### config.mk
export PLATFORM = sky130hd
export DESIGN_NAME = switch_traverse
export DESIGN_NICKNAME = d
export VERILOG_FILES = /design/src/rtl/switch_traverse.sv
export SDC_FILE = /design/constraint.sdc
export NUM_CORES = 2
export LEC_CHECK = 0
export CAP_MARGIN = 30
export CORE_ASPECT_RATIO = 0.6
export CORE_MARGIN = 4
export CORE_UTILIZATION = 30
export CTS_CLUSTER_SIZE = 16
export DETAILED_ROUTE_END_ITERATION = 12
export PLACE_DENSITY_LB_ADDON = 0.05
export SETUP_SLACK_MARGIN = 0.5
export SYNTH_ARGS = -nofsm -noshare
export SYNTH_HDL_FRONTEND = slang
export SYNTH_SLANG_ARGS = --single-unit
### constraint.sdc
create_clock -name clk -period 12.4 [get_ports clk]
set_input_delay 2.48 -clock clk [delete_from_list [all_inputs] [get_ports clk]]
set_output_delay 2.48 -clock clk [all_outputs]
set_load 0.02 [all_outputs]
### src/rtl/switch_traverse.sv
// switch_traverse: 5x5 crossbar traversal with lowest-index arbitration plus a multi-push bypass FIFO; 1-cycle latency.
// Bypass side is valid/ready; pushes beyond free slots are dropped. Macro SWITCH_TRAVERSE_CONFLICT_CHECK_EN enables err_conflict.
module switch_traverse #(
  parameter int FLIT_W    = 64,
  parameter int BYP_DEPTH = 8
) (
  input  logic                         clk,
  input  logic                         reset_n,
  input  logic [5*FLIT_W-1:0]          flit_in,
  input  logic [4:0]                   valid_in,
  input  logic [29:0]                  pv_in,
  output logic [5*FLIT_W-1:0]          flit_out,
  output logic [4:0]                   valid_out,
  output logic [FLIT_W-1:0]            byp_flit,
  output logic                         byp_valid,
  input  logic                         byp_ready,
  output logic [$clog2(BYP_DEPTH):0]   byp_count,
  output logic [7:0]                   drop_cnt,
  output logic                         err_conflict
);
  localparam int PW = $clog2(BYP_DEPTH);
  localparam int CW = PW + 1;
  localparam logic [CW-1:0] DEPTH_C = CW'(BYP_DEPTH);
  localparam logic [CW-1:0] ONE_C   = CW'(1);
`ifdef SWITCH_TRAVERSE_CONFLICT_CHECK_EN
  localparam bit CHECK_EN = 1'b1;
`else
  localparam bit CHECK_EN = 1'b0;
`endif

  logic [5*FLIT_W-1:0] flit_out_q, flit_out_d;
  logic [4:0]          valid_out_q, valid_out_d;
  logic [PW-1:0]       wr_ptr_q, wr_ptr_d, rd_ptr_q, rd_ptr_d;
  logic [CW-1:0]       count_q, count_d;
  logic [7:0]          drop_q, drop_d;
  logic                err_q, err_d;
  logic [FLIT_W-1:0]   mem_q [BYP_DEPTH];

  logic [5:0]          pv [5];
  logic [4:0]          fwd;
  logic [4:0]          byp_req, byp_acc;
  logic [PW-1:0]       byp_off [5];
  logic                pop;
  logic [CW-1:0]       free_slots, acc_n;
  logic [3:0]          drops;
  logic                found;
  logic                event_seen;
  logic [8:0]          drop_sum;

  always_comb begin
    flit_out_d  = flit_out_q;
    valid_out_d = '0;
    drops       = '0;
    event_seen  = 1'b0;
    found       = 1'b0;
    fwd         = '0;
    byp_req     = '0;
    byp_acc     = '0;
    acc_n       = '0;
    for (int i = 0; i < 5; i++) begin
      pv[i]      = pv_in[i*6 +: 6];
      byp_off[i] = '0;
    end

    // Classify each valid channel: bypass, single output port, or malformed.
    for (int i = 0; i < 5; i++) begin
      if (valid_in[i]) begin
        if (pv[i] == 6'b100000) begin
          byp_req[i] = 1'b1;
        end else if (!pv[i][5] && ($countones(pv[i][4:0]) == 1)) begin
          fwd[i] = 1'b1;
        end else begin
          drops      = drops + 4'd1;
          event_seen = 1'b1;
        end
      end
    end

    for (int p = 0; p < 5; p++) begin
      found = 1'b0;
      for (int i = 0; i < 5; i++) begin
        if (fwd[i] && pv[i][p]) begin
          if (!found) begin
            found          = 1'b1;
            valid_out_d[p] = 1'b1;
            flit_out_d[p*FLIT_W +: FLIT_W] = flit_in[i*FLIT_W +: FLIT_W];
          end else begin
            drops      = drops + 4'd1;
            event_seen = 1'b1;
          end
        end
      end
    end

    // A same-cycle pop frees one slot for this cycle's pushes.
    pop        = (count_q != '0) && byp_ready;
    free_slots = DEPTH_C - count_q + {{(CW-1){1'b0}}, pop};
    for (int i = 0; i < 5; i++) begin
      if (byp_req[i]) begin
        if (acc_n < free_slots) begin
          byp_acc[i] = 1'b1;
          byp_off[i] = acc_n[PW-1:0];
          acc_n      = acc_n + ONE_C;
        end else begin
          drops = drops + 4'd1;
        end
      end
    end

    wr_ptr_d = wr_ptr_q + acc_n[PW-1:0];
    rd_ptr_d = rd_ptr_q + {{(PW-1){1'b0}}, pop};
    count_d  = count_q + acc_n - (pop ? ONE_C : '0);
    drop_sum = {1'b0, drop_q} + {5'd0, drops};
    drop_d   = drop_sum[8] ? 8'hFF : drop_sum[7:0];
    err_d    = CHECK_EN ? (err_q | event_seen) : 1'b0;
  end

  always_ff @(posedge clk or negedge reset_n) begin
    if (!reset_n) begin
      flit_out_q  <= '0;
      valid_out_q <= '0;
      wr_ptr_q    <= '0;
      rd_ptr_q    <= '0;
      count_q     <= '0;
      drop_q      <= '0;
      err_q       <= 1'b0;
    end else begin
      flit_out_q  <= flit_out_d;
      valid_out_q <= valid_out_d;
      wr_ptr_q    <= wr_ptr_d;
      rd_ptr_q    <= rd_ptr_d;
      count_q     <= count_d;
      drop_q      <= drop_d;
      err_q       <= err_d;
    end
  end

  // Storage needs no reset: occupancy alone decides what is visible.
  always_ff @(posedge clk) begin
    for (int i = 0; i < 5; i++) begin
      if (byp_acc[i]) begin
        mem_q[wr_ptr_q + byp_off[i]] <= flit_in[i*FLIT_W +: FLIT_W];
      end
    end
  end

  assign flit_out     = flit_out_q;
  assign valid_out    = valid_out_q;
  assign byp_flit     = mem_q[rd_ptr_q];
  assign byp_valid    = (count_q != '0);
  assign byp_count    = count_q;
  assign drop_cnt     = drop_q;
  assign err_conflict = err_q;

endmodule

; After elaboration in Yosys (flattened, before gate mapping)
; Memory sizes are Yosys's and may differ from the RTL's.
; Cells that the tools add are included.
[word_totals]
memories = 1
ramBits = 512
reg_bits = 343
[memory_table]
columns = name, words, width, read_ports, rd_clocked_by_memory_dff, wr, line
row1 = mem_q, 8, 64, 1, 0, 5, 37  ; logic [FLIT_W-1:0] mem_q [BYP_DEPTH];
[classes]
n_eq_ne = 10
n_lt_le_gt_ge = 5
mux = 200
reduce_logical = 37
n_addsub = 64
[ops]
columns = operator, count
row1 = 2-to-1 mux 64 bit, 45
row2 = 2-to-1 mux 4 bit, 70
row3 = "adder 4 x 1 -> 4 bit, second input constant", 33
row4 = 2-to-1 mux 1 bit, 76
row5 = logical AND 1 bit, 31
row6 = "== test 6 bit, second input constant", 5
row7 = 2-to-1 mux 3 bit, 8
row8 = adder 1 x 1 -> 2 bit, 10
row9 = adder 3 x 1 -> 4 bit, 5
row10 = "== test 4 x 1 -> 1 bit, second input constant", 5
row11 = < comparator 4 bit, 4
row12 = adder 2 x 2 -> 3 bit, 5
row13 = adder 3 bit, 5
row14 = adder 8 x 4 -> 9 bit, 1
row15 = 2-to-1 mux 8 bit, 1
row16 = zero test 1 bit, 5
row17 = adder 4 x 1 -> 4 bit, 1
row18 = adder 4 bit, 1
row19 = "< comparator 1 x 4 -> 1 bit, first input constant", 1
row20 = nonzero test 4 bit, 1
row21 = subtractor 4 x 1 -> 4 bit, 1
row22 = "subtractor 4 bit, first input constant", 1
row23 = adder 3 x 1 -> 3 bit, 1

; Logic depth before layout (Yosys ltp)
[depth]
ltp_word = 101
ltp_mapped = 101
ltp_nobuf = 101

; Worst setup path after synthesis
; OpenSTA, ideal clock, no wires.
[synth_timing]
kind = in2reg
startpoint = in pv_in[0]
endpoint = reg drop_q[5], in the netlist drop_cnt[5]
required_time_ps = 12276
setup_slack_ps = -7963
n_path_buf = 0
stages = 96
arrival_time_ps = 20239
path_cell_list = inv_1 -> fa_1 -> fa_1 -> inv_1 -> ha_1 -> nor4_4 -> a311oi_1 -> ha_1 -> mux2_2 -> ha_1 -> o211a_1 -> a21o_1 -> ha_1 -> a211oi_1 -> nor2_1 -> ha_1 -> o211ai_1 -> o21ai_0 -> [60 not listed] -> a21oi_1 -> xnor2_1 -> a211oi_2 -> ha_1 -> xnor2_1 -> a22oi_1 -> nand2_1 -> ha_1 -> mux2_2 -> ha_1 -> mux2_2 -> ha_1 -> a21o_1 -> a21oi_1 -> nor2b_1 -> o21ai_0 -> xor2_1 -> nand2_1
[synth_between]
elab_chain_cells = 101
[synth_rtl]
columns = element, line
row1 = start: declaration, 11  ; input logic [29:0] pv_in,
row2 = adder 1 x 1 -> 2 bit (implied by the code), 70  ; end else if (!pv[i][5] && ($countones(pv[i][4:0]) == 1)) begin
row3 = adder 2 x 2 -> 3 bit (implied by the code), 70
row4 = adder 3 x 1 -> 4 bit (implied by the code), 70
row5 = == test 4 x 1 -> 1 bit, 70
row6 = logical AND 1 bit, 70
row7 = 2-to-1 mux 1 bit, 70
row8 = 2-to-1 mux 1 bit, 68  ; if (pv[i] == 6'b100000) begin
row9 = 2-to-1 mux 1 bit, 67  ; if (valid_in[i]) begin
row10 = [86 not listed], n/a
row11 = 2-to-1 mux 4 bit, 100  ; if (acc_n < free_slots) begin
row12 = 2-to-1 mux 4 bit, 99  ; if (byp_req[i]) begin
row13 = adder 4 x 1 -> 4 bit, 105  ; drops = drops + 4'd1;
row14 = 2-to-1 mux 4 bit, 100
row15 = 2-to-1 mux 4 bit *, 99
row16 = adder 8 x 4 -> 9 bit *, 113  ; drop_sum = {1'b0, drop_q} + {5'd0, drops};
row17 = 2-to-1 mux 8 bit *, 114  ; drop_d = drop_sum[8] ? 8'hFF : drop_sum[7:0];
row18 = net drop_d[5], 35  ; logic [7:0] drop_q, drop_d;
row19 = end signal: assignment, 133  ; drop_q <= drop_d;
row20 = end: declaration, 35
; The timed path passes the listed nets; every way through them passes the cells marked *.

; Worst setup path after layout
[layout_timing]
startpoint = in pv_in[0]
endpoint = reg drop_q[7], in the netlist drop_cnt[7]
; Same word-level chain as after synthesis.

==> results.json <==
{
  "area_growth_pct": 24.03,
  "result_of_the_run": "complete, but fails checks",
  "vias": 75439,
  "layout_setup_ws_ns": -6.770,
  "globalRouteOverflowTotal": 0,
  "area_fraction_of_the_dominant_cell_type_after_synthesis_pct": 21.81,
  "worstPathRequired_ns": 13.08,
  "routed_via_density": 5.986,
  "clkPwrFrac_pct": 21.4,
  "drive_gt1_share_pct": 11.33,
  "placed_cell_count": 12324,
  "rsz0062_at_grt": "true",
  "regToRegSetupSlack_ns": 2.49,
  "route.detailed.drc": 0,
  "critPathCaptureType": "flip-flop",
  "timing.reg2reg.worst_path_depth": 38,
  "finalWirelength_um": 433300,
  "timing.final.setup_violations": 8,
  "clock-root-buffer": "sky130_fd_sc_hd__clkbuf_16",
  "seq_power_share_pct": 26.9,
  "portBuffers": 759,
  "numClockSinks": 855,
  "design.die.area_mm2": 0.2430,
  "timing.setup.critical_path_class": "input pin to flip-flop",
  "synth-seq-cells": 855,
  "place.gp.congestion": 0.9163,
  "synth_ff_type": "sky130_fd_sc_hd__edfxtp_1",
  "slowest_stage": "sky130_fd_sc_hd__fa_2",
  "min_delay_path_depth": 2,
  "synth-seq-area-share_pct": 33.99,
  "routedLengthMet1_um": 198300,
  "synth_edf_count": 512,
  "ys_warn_count": 0,
  "timing_max_transition_violations_final": 0,
  "final_cell_mix": "sky130_fd_sc_hd__a21oi_1 (1885), sky130_fd_sc_hd__nor2_1 (1550), sky130_fd_sc_hd__nand2_1 (925)",
  "p_leak_uw": 0.03301,
  "relSlewSlack_pct": 25.13,
  "worst_ep_arrival_time_ns": 19.85,
  "number_of_global_route_vias_before_repair": 67800,
  "power.share.switching_pct": 43.13,
  "syn_avg_cell_area_um2": 7.769,
  "final.setup_skew_ns": 0.04498,
  "synth_top_cell_by_area": "sky130_fd_sc_hd__edfxtp_1",
  "wl_met3_um": 39940,
  "critical_path.reg2reg.startpoint": "byp_count[2]$_DFF_PN0_",
  "drt_iter0_markers": 10182,
  "core_area_mm2": 0.2331,
  "worst_skew_pair.late_latency_ns": 0.79,
  "dp_slack_ns": -8.529,
  "final_hold_viol_count": 0,
  "first_pass_grt_wire_length_um": 592600,
  "async_set_or_reset_register_ratio_after_synthesis_pct": 40.12,
  "reg2reg_to": "mem_q[7][7]$_DFFE_PP_",
  "synth.area.top_cells": "sky130_fd_sc_hd__edfxtp_1 (22%), sky130_fd_sc_hd__a21oi_1 (13%), sky130_fd_sc_hd__dfrtp_1 (12%), sky130_fd_sc_hd__mux2i_1 (9.3%), sky130_fd_sc_hd__nor2_1 (8.3%)",
  "syn-instance-count": 9073,
  "final_common_cell": "sky130_fd_sc_hd__a21oi_1",
  "pin_count": 761,
  "nFillCells": 23699,
  "max_cap_violation_count": 0,
  "final_min_period_over_clock_period_pct": 154.6,
  "tritoncts_clock_tree": "done",
  "wl_per_cell_um": 34.39,
  "grt_usage_pct": 34.26,
  "cpPeakStageDelay_ns": 0.57,
  "timing_worst_slew_pin_value_ns": 1.123,
  "critical_path.startpoint_type": "input pin",
  "met2_wirelength_um": 181500,
  "floorplan.die.width_um": 633.8,
  "min-delay-path-class": "flip-flop to flip-flop",
  "dr.pass1.iters": 8,
  "antenna_violations_before_repair": 67,
  "period_needed_ns": 19.17,
  "path_common_cell": "sky130_fd_sc_hd__ha_1",
  "max_clock_freq_mhz": 52.16,
  "power_frac_comb_pct": 51.7,
  "path_clk_slew_ns": 0.06,
  "timing.hold.worst.start": "drop_cnt[5]$_DFF_PN0_",
  "power.density_mw_per_mm2": 182.4,
  "net_count_synth": 9518,
  "final_core_area_utilization_pct": 37.50,
  "finish.cell_count_without_fillers": 12602,
  "clock_tree.htree_level_count": 3,
  "path_max_fanout": 3,
  "numCtsBuffers": 106,
  "start_util_pct": 30.24,
  "capture_endpoint_of_the_worst_hold_path": "drop_cnt[5]$_DFF_PN0_",
  "final_net_count": 9799,
  "violations": "negative setup slack",
  "synth_cell_type_count": 88,
  "dp_hpwl_um": 275500,
  "power.internal_uw": 9069,
  "ctsLongestPathBuffers": 3,
  "vdd_drop_max_mv": 0.1729,
  "total_switching_power_uw": 6877,
  "final_antenna_net_count": 0,
  "synth_area_mm2": 0.07049,
  "pin_count_of_the_biggest_net_entering_global_routing": 130,
  "top_layer_used": "met5",
  "core.rowCount": 137,
  "die_height_um": 383.5
}
==> worst max-delay path: cells and delay by family <==
kind,cells,cell delay (ns)
AO/OA/AOI/OAI,35,5.64
adder cells (fa/ha/maj),19,5.59
AND/OR/NAND/NOR,23,2.71
XOR/XNOR,12,1.93
multiplexers,6,1.31
buffers and inverters,2,0.17
==> how the worst max path moves through the flow <==
| stage | startpoint | to | slack [ns] |
|---|---|---|---|
| 3_5_place_dp | pv_in[3] | drop_cnt[7]$_DFF_PN0_ | -8.53 |
| 3_3_place_gp | pv_in[3] | drop_cnt[5]$_DFF_PN0_ | -8.23 |
| 4_1_cts | pv_in[1] | drop_cnt[7]$_DFF_PN0_ | -6.67 |
| 6_report | pv_in[0] | drop_cnt[7]$_DFF_PN0_ | -6.77 |
| 2_1_floorplan | pv_in[3] | drop_cnt[5]$_DFF_PN0_ | -6.69 |
| 5_1_grt | pv_in[6] | drop_cnt[7]$_DFF_PN0_ | -7.55 |
==> power groups by stage <==
stage	registers, uW	logic, uW	clock network (uW)
floorplan	4580	3730	0
global placement	4350	7890	0
detailed placement	4310	7970	0
CTS	4270	8100	3460
global route	4310	8790	3570
finish	4290	8240	3410
==> Yosys cell counts (71+ instances only) <==
| cell type | number |
|---|---|
| sky130_fd_sc_hd__xnor2_1 | 92 |
| sky130_fd_sc_hd__a21oi_1 | 1892 |
| sky130_fd_sc_hd__clkbuf_1 | 1048 |
| sky130_fd_sc_hd__a211oi_1 | 647 |
| sky130_fd_sc_hd__nor2_1 | 1567 |
| sky130_fd_sc_hd__o211ai_1 | 73 |
| sky130_fd_sc_hd__mux2i_1 | 657 |
| sky130_fd_sc_hd__dfrtp_1 | 343 |
| sky130_fd_sc_hd__mux4_2 | 128 |
| sky130_fd_sc_hd__mux2_2 | 74 |
| sky130_fd_sc_hd__o21ai_0 | 482 |
| sky130_fd_sc_hd__nand2_1 | 935 |
| sky130_fd_sc_hd__ha_1 | 71 |
| sky130_fd_sc_hd__edfxtp_1 | 512 |
==> registers in the layout (all words and copies together), names as in the netlist <==
| signal | cells |
|---|---|
| valid_out | 5 |
| drop_cnt | 8 |
| mem_q | 512 |
| wr_ptr_q | 3 |
| flit_out | 320 |
| rd_ptr_q | 3 |
| byp_count | 4 |
==> metrics by stage <==
stage	TNS [ns]	power, uW	cell area [um2]	hold WS (ns)
4_1_cts	-53.13	15830	86960	0.6073
6_report	-53.75	15950	87430	0.6178
5_1_grt	-60.30	16670	87410	0.6552
2_1_floorplan	-53.07	8313	70760	0.4965
3_3_place_gp	-65.19	12230	82730	0.5957
3_5_place_dp	-67.19	12280	83010	0.5882
==> area by class of cell <==
| type | count | area, um2 | area share (%) |
|---|---|---|---|
| clock inverters | 62 | 730.7 | 0.8357 |
| flip-flops and latches | 855 | 23970 | 27.41 |
| clock buffers | 140 | 2870 | 3.283 |
| well taps | 3127 | 3913 | 4.475 |
| diodes | 27 | 67.56 | 0.07728 |
| inverters | 70 | 272.8 | 0.3120 |
| repair buffers | 1284 | 12540 | 14.34 |
| multi-input cells | 7037 | 43070 | 49.26 |
==> cells by family (layout without fill, tap and decap cells) <==
logic type / count (synthesis) / after routing / share of synthesized area, %
AO/OA/AOI/OAI: 3211 / 3211 / 25.92
XOR/XNOR: 149 / 149 / 2.181
adder cells (fa/ha/maj): 89 / 89 / 1.743
buffers and inverters: 1181 / 1556 / 6.299
flip-flops: 855 / 855 / 33.99
multiplexers: 859 / 859 / 14.60
other: 1 / 28 / 0.005320
AND/OR/NAND/NOR: 2728 / 2728 / 15.27
==> repair_timing <==
| action | 4_1_cts | 5_1_grt |
|---|---|---|
| buffers inserted | 31 | 11 |
| pin swaps | 70 | 54 |
| endpoints found under the setup margin | 8 | 8 |
| resized for setup | 59 | 25 |
| hold buffers | 0 | 0 |
==> per-layer routing <==
metal,GRT usage [%],vias up
li1,-,33030
met1,50.60,37383
met2,49.47,4386
met3,7.441,604
met4,10.18,36
met5,0,-
No activity file was read; power rests on OpenSTA's default activity.
